### src/rtl/cache_mem_arbiter.sv
`default_nettype none
// ============================================================================
// Module   : cache_mem_arbiter
// Function : Round-robin sharing of one memory line port between the I-cache
//            and D-cache miss paths, with registered outputs and grant counters.
// Revision : 1.0
// ============================================================================
module cache_mem_arbiter #(
  parameter int LINE_WIDTH = 256,
  parameter int ADDR_WIDTH = 32,
  parameter int CNT_WIDTH  = 32
) (
  input  logic                  clk,
  input  logic                  rst,
  input  logic                  i_read,
  input  logic [ADDR_WIDTH-1:0] i_addr,
  output logic [LINE_WIDTH-1:0] i_rdata,
  output logic                  i_resp,
  input  logic                  d_read,
  input  logic                  d_write,
  input  logic [ADDR_WIDTH-1:0] d_addr,
  input  logic [LINE_WIDTH-1:0] d_wdata,
  output logic [LINE_WIDTH-1:0] d_rdata,
  output logic                  d_resp,
  output logic                  mem_read,
  output logic                  mem_write,
  output logic [ADDR_WIDTH-1:0] mem_addr,
  output logic [LINE_WIDTH-1:0] mem_wdata,
  input  logic [LINE_WIDTH-1:0] mem_rdata,
  input  logic                  mem_resp,
  output logic [CNT_WIDTH-1:0]  i_grants,
  output logic [CNT_WIDTH-1:0]  d_grants
);

  typedef enum logic [2:0] {
    IDLE    = 3'd0,
    SERVE_I = 3'd1,
    SERVE_D = 3'd2,
    RESP_I  = 3'd3,
    RESP_D  = 3'd4
  } state_t;

  localparam logic [CNT_WIDTH-1:0] c_CNT_ONE = CNT_WIDTH'(1);

  state_t                r_state, w_state;
  logic                  r_last_d, w_last_d;
  logic                  w_d_pend;
  logic                  w_mem_read, w_mem_write;
  logic [ADDR_WIDTH-1:0] w_mem_addr;
  logic [LINE_WIDTH-1:0] w_mem_wdata;
  logic [LINE_WIDTH-1:0] w_i_rdata, w_d_rdata;
  logic                  w_i_resp, w_d_resp;
  logic [CNT_WIDTH-1:0]  w_i_grants, w_d_grants;

  always_comb begin
    w_state     = r_state;
    w_last_d    = r_last_d;
    w_d_pend    = d_read | d_write;
    w_mem_read  = mem_read;
    w_mem_write = mem_write;
    w_mem_addr  = mem_addr;
    w_mem_wdata = mem_wdata;
    w_i_rdata   = i_rdata;
    w_d_rdata   = d_rdata;
    w_i_resp    = 1'b0;
    w_d_resp    = 1'b0;
    w_i_grants  = i_grants;
    w_d_grants  = d_grants;

    unique case (r_state)
      IDLE: begin
        // On contention the side that did not win last time goes first.
        if (i_read && (!w_d_pend || r_last_d)) begin
          w_state    = SERVE_I;
          w_last_d   = 1'b0;
          w_mem_read = 1'b1;
          w_mem_addr = i_addr;
        end else if (w_d_pend) begin
          w_state     = SERVE_D;
          w_last_d    = 1'b1;
          w_mem_read  = ~d_write;
          w_mem_write = d_write;
          w_mem_addr  = d_addr;
          w_mem_wdata = d_wdata;
        end
      end
      SERVE_I: begin
        if (mem_resp) begin
          w_state    = RESP_I;
          w_mem_read = 1'b0;
          w_i_resp   = 1'b1;
          w_i_rdata  = mem_rdata;
          w_i_grants = i_grants + c_CNT_ONE;
        end
      end
      SERVE_D: begin
        if (mem_resp) begin
          w_state     = RESP_D;
          w_mem_read  = 1'b0;
          w_mem_write = 1'b0;
          w_d_resp    = 1'b1;
          // Writebacks leave the last read line visible to the D-cache.
          if (mem_read) begin
            w_d_rdata = mem_rdata;
          end
          w_d_grants  = d_grants + c_CNT_ONE;
        end
      end
      RESP_I, RESP_D: w_state = IDLE;
      default:        w_state = IDLE;
    endcase
  end

  always_ff @(posedge clk or negedge rst) begin
    if (!rst) begin
      r_state   <= IDLE;
      r_last_d  <= 1'b1;
      mem_read  <= 1'b0;
      mem_write <= 1'b0;
      mem_addr  <= '0;
      mem_wdata <= '0;
      i_rdata   <= '0;
      d_rdata   <= '0;
      i_resp    <= 1'b0;
      d_resp    <= 1'b0;
      i_grants  <= '0;
      d_grants  <= '0;
    end else begin
      r_state   <= w_state;
      r_last_d  <= w_last_d;
      mem_read  <= w_mem_read;
      mem_write <= w_mem_write;
      mem_addr  <= w_mem_addr;
      mem_wdata <= w_mem_wdata;
      i_rdata   <= w_i_rdata;
      d_rdata   <= w_d_rdata;
      i_resp    <= w_i_resp;
      d_resp    <= w_d_resp;
      i_grants  <= w_i_grants;
      d_grants  <= w_d_grants;
    end
  end

endmodule
`default_nettype wire
### config.mk
export PLATFORM = sky130hd
export DESIGN_NAME = cache_mem_arbiter
export DESIGN_NICKNAME = d
export VERILOG_FILES = /design/src/rtl/cache_mem_arbiter.sv
export SDC_FILE = /design/constraint.sdc
export NUM_CORES = 1
export LEC_CHECK = 0
export CAP_MARGIN = 25
export CORE_AREA = 4 4 568 570
export CTS_CLUSTER_DIAMETER = 150
export DETAILED_ROUTE_END_ITERATION = 16
export DIE_AREA = 0 0 572 574
export GPL_TIMING_DRIVEN = 0
export PLACE_DENSITY = 0.3
export REMOVE_ABC_BUFFERS = 1
export SLEW_MARGIN = 20
export SYNTH_ARGS = -nofsm -noshare
export SYNTH_HDL_FRONTEND = slang
export SYNTH_SLANG_ARGS = --single-unit
### constraint.sdc
create_clock -name clk -period 4.6 [get_ports clk]
set_clock_uncertainty 0.05 [all_clocks]
set_input_delay 0.69 -clock clk [delete_from_list [all_inputs] [get_ports clk]]
set_output_delay 0.69 -clock clk [all_outputs]
set_load 0.02 [all_outputs]
==> results by stage <==
Setup path:
- The startpoint kind of the worst setup timing path is a register.
- For the worst setup path, the data required time is slightly above 5000 ps.
- The endpoint kind of the worst setup timing path is a register.
- The arrival time reported for the critical path endpoint is around 4200 ps.
- The worst register-to-register path begins at r_state[1].
- The worst register-to-register path ends at mem_wdata[23].
- The critical-path maximum fanout is 13.
- For the worst flop-to-flop path, the logic depth is 11.
- Across all register-to-register paths, the minimum setup slack is about 980 ps.
- The type of the worst setup path is register to register.

Floorplanning:
- The die outline height is roughly 570 um.
- The die covers ~330,000 sq um.
- The effective utilization at floorplan is a little over a tenth.
- The total core area is 317,000 sq um.
- The die is about 570 um wide.
- between 1,000 and 1,500 I/O pins were placed.
- The site row count is around 210.

Place:
- At the end of routability-driven placement, the weighted congestion stood at a little under 0.8.
- Before CTS, the worst setup slack after placement is 163 ps.
- Detailed placement ended at an HPWL of about 190 mm.
- Counting tap cells, the placed design contains a total of roughly 8,000 instances.
- The count of buffers added on input and output ports is 1,449.

Routing:
- The length of the first detailed-routing pass in iterations is 5.
- The average vias per placed instance is 3.17.
- The DRC violation count after routing is 0.
- The count of nets left with antenna violations once routing finished came out at 0.
- Across all layers, the routed design uses roughly 27,000 vias.
- In the final routed layout, each cell accounts on average for between 20 and 30 um.
- After the first detailed-routing iteration, the DRC count stood at approximately 1,000.
- For this block, the routed nets add up to around 230 mm of wire.

Timing:
- The relative slew slack is between 30% and 40%.
- The number of hold-slack violations in the final timing report is 0.
- For the pin with the worst max-slew slack, the measured transition is between 900 and 1000 ps.
- The clock period minus final worst setup slack is 3620 ps.
- The highest clock frequency the design can meet is 276 MHz.
- The post-layout worst setup margin is 979 ps.
- Setup repair after global routing left no endpoint under its margin.
- The count of final setup violators is 0.
- The number of pins with negative max-slew slack in the final report is 0.
- The worst path uses approximately 80% of the clock period.

Clocking:
- Clock-pin slew was measured on the worst setup and hold paths at about 60 ps.
- The clock root buffer is clkbuf_16.
- For the worst-skew pair, the clock arrives at the later sink with an insertion delay of just under 800 ps.
- No sink is reached through more buffers than the 4 on the longest clock path.
- The H-tree was split into 4 levels.
- The clock tree from TritonCTS is yes.
- The count of buffers added by post-CTS timing repair for setup is 0.
- The number of sinks handled by clock tree synthesis is 872.
- Counting the buffers created by CTS gives 135.

Global routing:
- The wire length of the first global-routing pass is approximately 290 mm.
- Global routing consumed, over all layers together, approximately 13% of the routing resources.
- The pin count of the biggest net entering global routing is roughly 120.
- Summed over all layers, the global routing overflow is 0.
- The initial antenna violation count came to around 170.
- The number of global-route vias before repair is approximately 28,000.

Pwr:
- Power spread over the standard cell area amounts to 775 nW/um^2.
- The largest voltage drop on the vdd net is between 0.3 and 0.4 mV.
- For this design the static power due to leakage is around 24 nW.

Synthesis:
- The synthesized area per cell is about 13 sq um.
- In the synthesized netlist, the number of instances is 2,609.
- Sequential elements use roughly two thirds of the synthesized area.
- After synthesis the cells add up to about 33,000 sq um.
- Yosys printed 0 warnings.
- The number of library cell types mapped by synthesis is roughly 40.
- By area the synthesized netlist is led by dfrtp_1, mux2_2, nand2_1.
- The leading area contributor after synthesis is dfrtp_1.
- The register bit total from synthesis is roughly 870.
- The share of synthesized area in the top cell type comes to between 60% and 70%.

Outcome:
- The run finished with clean final reports.

Layout:
- The post-route netlist has a little under a fifth of its cells at a drive strength greater than 1.
- The number of nets at the end of the flow is roughly 4,700.
- Cells fill ~18% of the core in the end.
- The area growth from synthesis to layout is 74.4%.
- Leaving out fill and tap cells, the most frequent cells in the layout are clkdlybuf4s50_1, dfrtp_1, nand2_1.
- The finished layout holds 8,416 standard cells, fillers aside.
- The library cell used most frequently in the layout, excluding fill and tap cells, is clkdlybuf4s50_1.

Min path:
- The path category of the worst min-delay check is input port to asynchronous set/reset pin.

Flow run:
- Across the run, the number of max-cap violations was 0.
flip-flops by register name (all words and copies together) (netlist names), 3 cells and up:
register / cells
i_grants: 32
d_rdata: 256
mem_addr: 32
mem_wdata: 256
i_rdata: 256
d_grants: 32
r_state: 3
cells in the mapped netlist (all sizes together):
library cell / instances
mux2i: 32
o21bai: 1
ha: 2
xor2: 32
nor3: 14
nand4bb: 2
or3: 2
nor3b: 3
nand2b: 1
nor2b: 1
nand2: 833
nand3: 21
nor2: 14
buf: 80
nor4b: 2
xnor2: 30
and2: 1
a31o: 1
dfstp: 1
a211oi: 3
and3: 8
o311ai: 1
mux2: 512
and4: 7
o21ai: 33
a21o: 2
or4: 5
a2111oi: 1
inv: 11
nand4: 23
dfrtp: 871
clkbuf: 51
nor4: 7
nand3b: 1
through the flow:
step	hold slack, ps	power (W)	setup TNS [ps]	instance area, sq um
2_1_floorplan	344	0.0223	-5206700	32600
3_5_place_dp	411	0.0351	0	53400
4_1_cts	246	0.0462	0	57800
5_1_grt	312	0.0473	0	57800
6_report	358	0.0448	0	57800
3_3_place_gp	409	0.0341	-	52300
critical path, cell delays in order (launching register included):
cell	delay [ps]
dfrtp_1	450
or3_1	480
a211oi_4	530
buf_8	250
buf_6	200
buf_6	220
buf_6	200
buf_8	180
buf_6	170
buf_6	190
buf_6	200
mux2_2	340
worst max-delay path by stage:
stage / start / to / depth (start not counted)
2_1_floorplan: mem_resp / i_grants[17] / 5
3_3_place_gp: mem_resp / i_grants[19] / 6
3_5_place_dp: d_write / mem_wdata[239] / 12
4_1_cts: r_state[0] / d_rdata[215] / 9
5_1_grt: r_state[0] / d_rdata[247] / 9
6_report: r_state[1] / mem_wdata[23] / 11
layer usage:
| layer | part of all wire [%] | wire length [um] | global-route usage, % |
|---|---|---|---|
| met1 | 35 | 80400 | 13.8 |
| met2 | 48 | 110000 | 23.1 |
| met3 | 14 | 32600 | 8.47 |
| met4 | 1.8 | 4180 | 2.41 |
| met5 | 0.34 | 778 | 0 |
power by group:
| group | switching, W | internal (W) | total [W] |
|---|---|---|---|
| Clock | 0.00416 | 0.00627 | 0.0104 |
| Sequential | 0.00195 | 0.0112 | 0.0132 |
| Combinational | 0.0117 | 0.00955 | 0.0212 |
| Total | 0.0178 | 0.0271 | 0.0448 |
area by class of cell:
type	count	area, sq um
timing repair buffer	1506	15600
inverter	11	48.8
fill	34788	259000
sequential	872	21800
multi-input combinational	1595	10800
clock buffer	197	3970
tap	4180	5230
antenna	25	62.6
clock inverter	30	389
cells by family (layout without fill, tap and decap cells):
logic type      Yosys count  after routing  synth area share (%)
simple gates            945            945                  11.5
flops                   872            872                  65.8
mux                     544            544                  18.3
buf+inv                 142           1744                  1.93
xor+xnor                 62             62                  1.64
compound gates           42             42                 0.728
fa+ha+maj                 2              2                0.0754
other cells               0             25                     0
timing repair:
item	in CTS	in global routing
resized for setup	0	0
endpoints found under the hold margin	59	0
hold buffers	1	0
endpoints found under the setup margin	0	0
(Power assumes the default switching activity.)
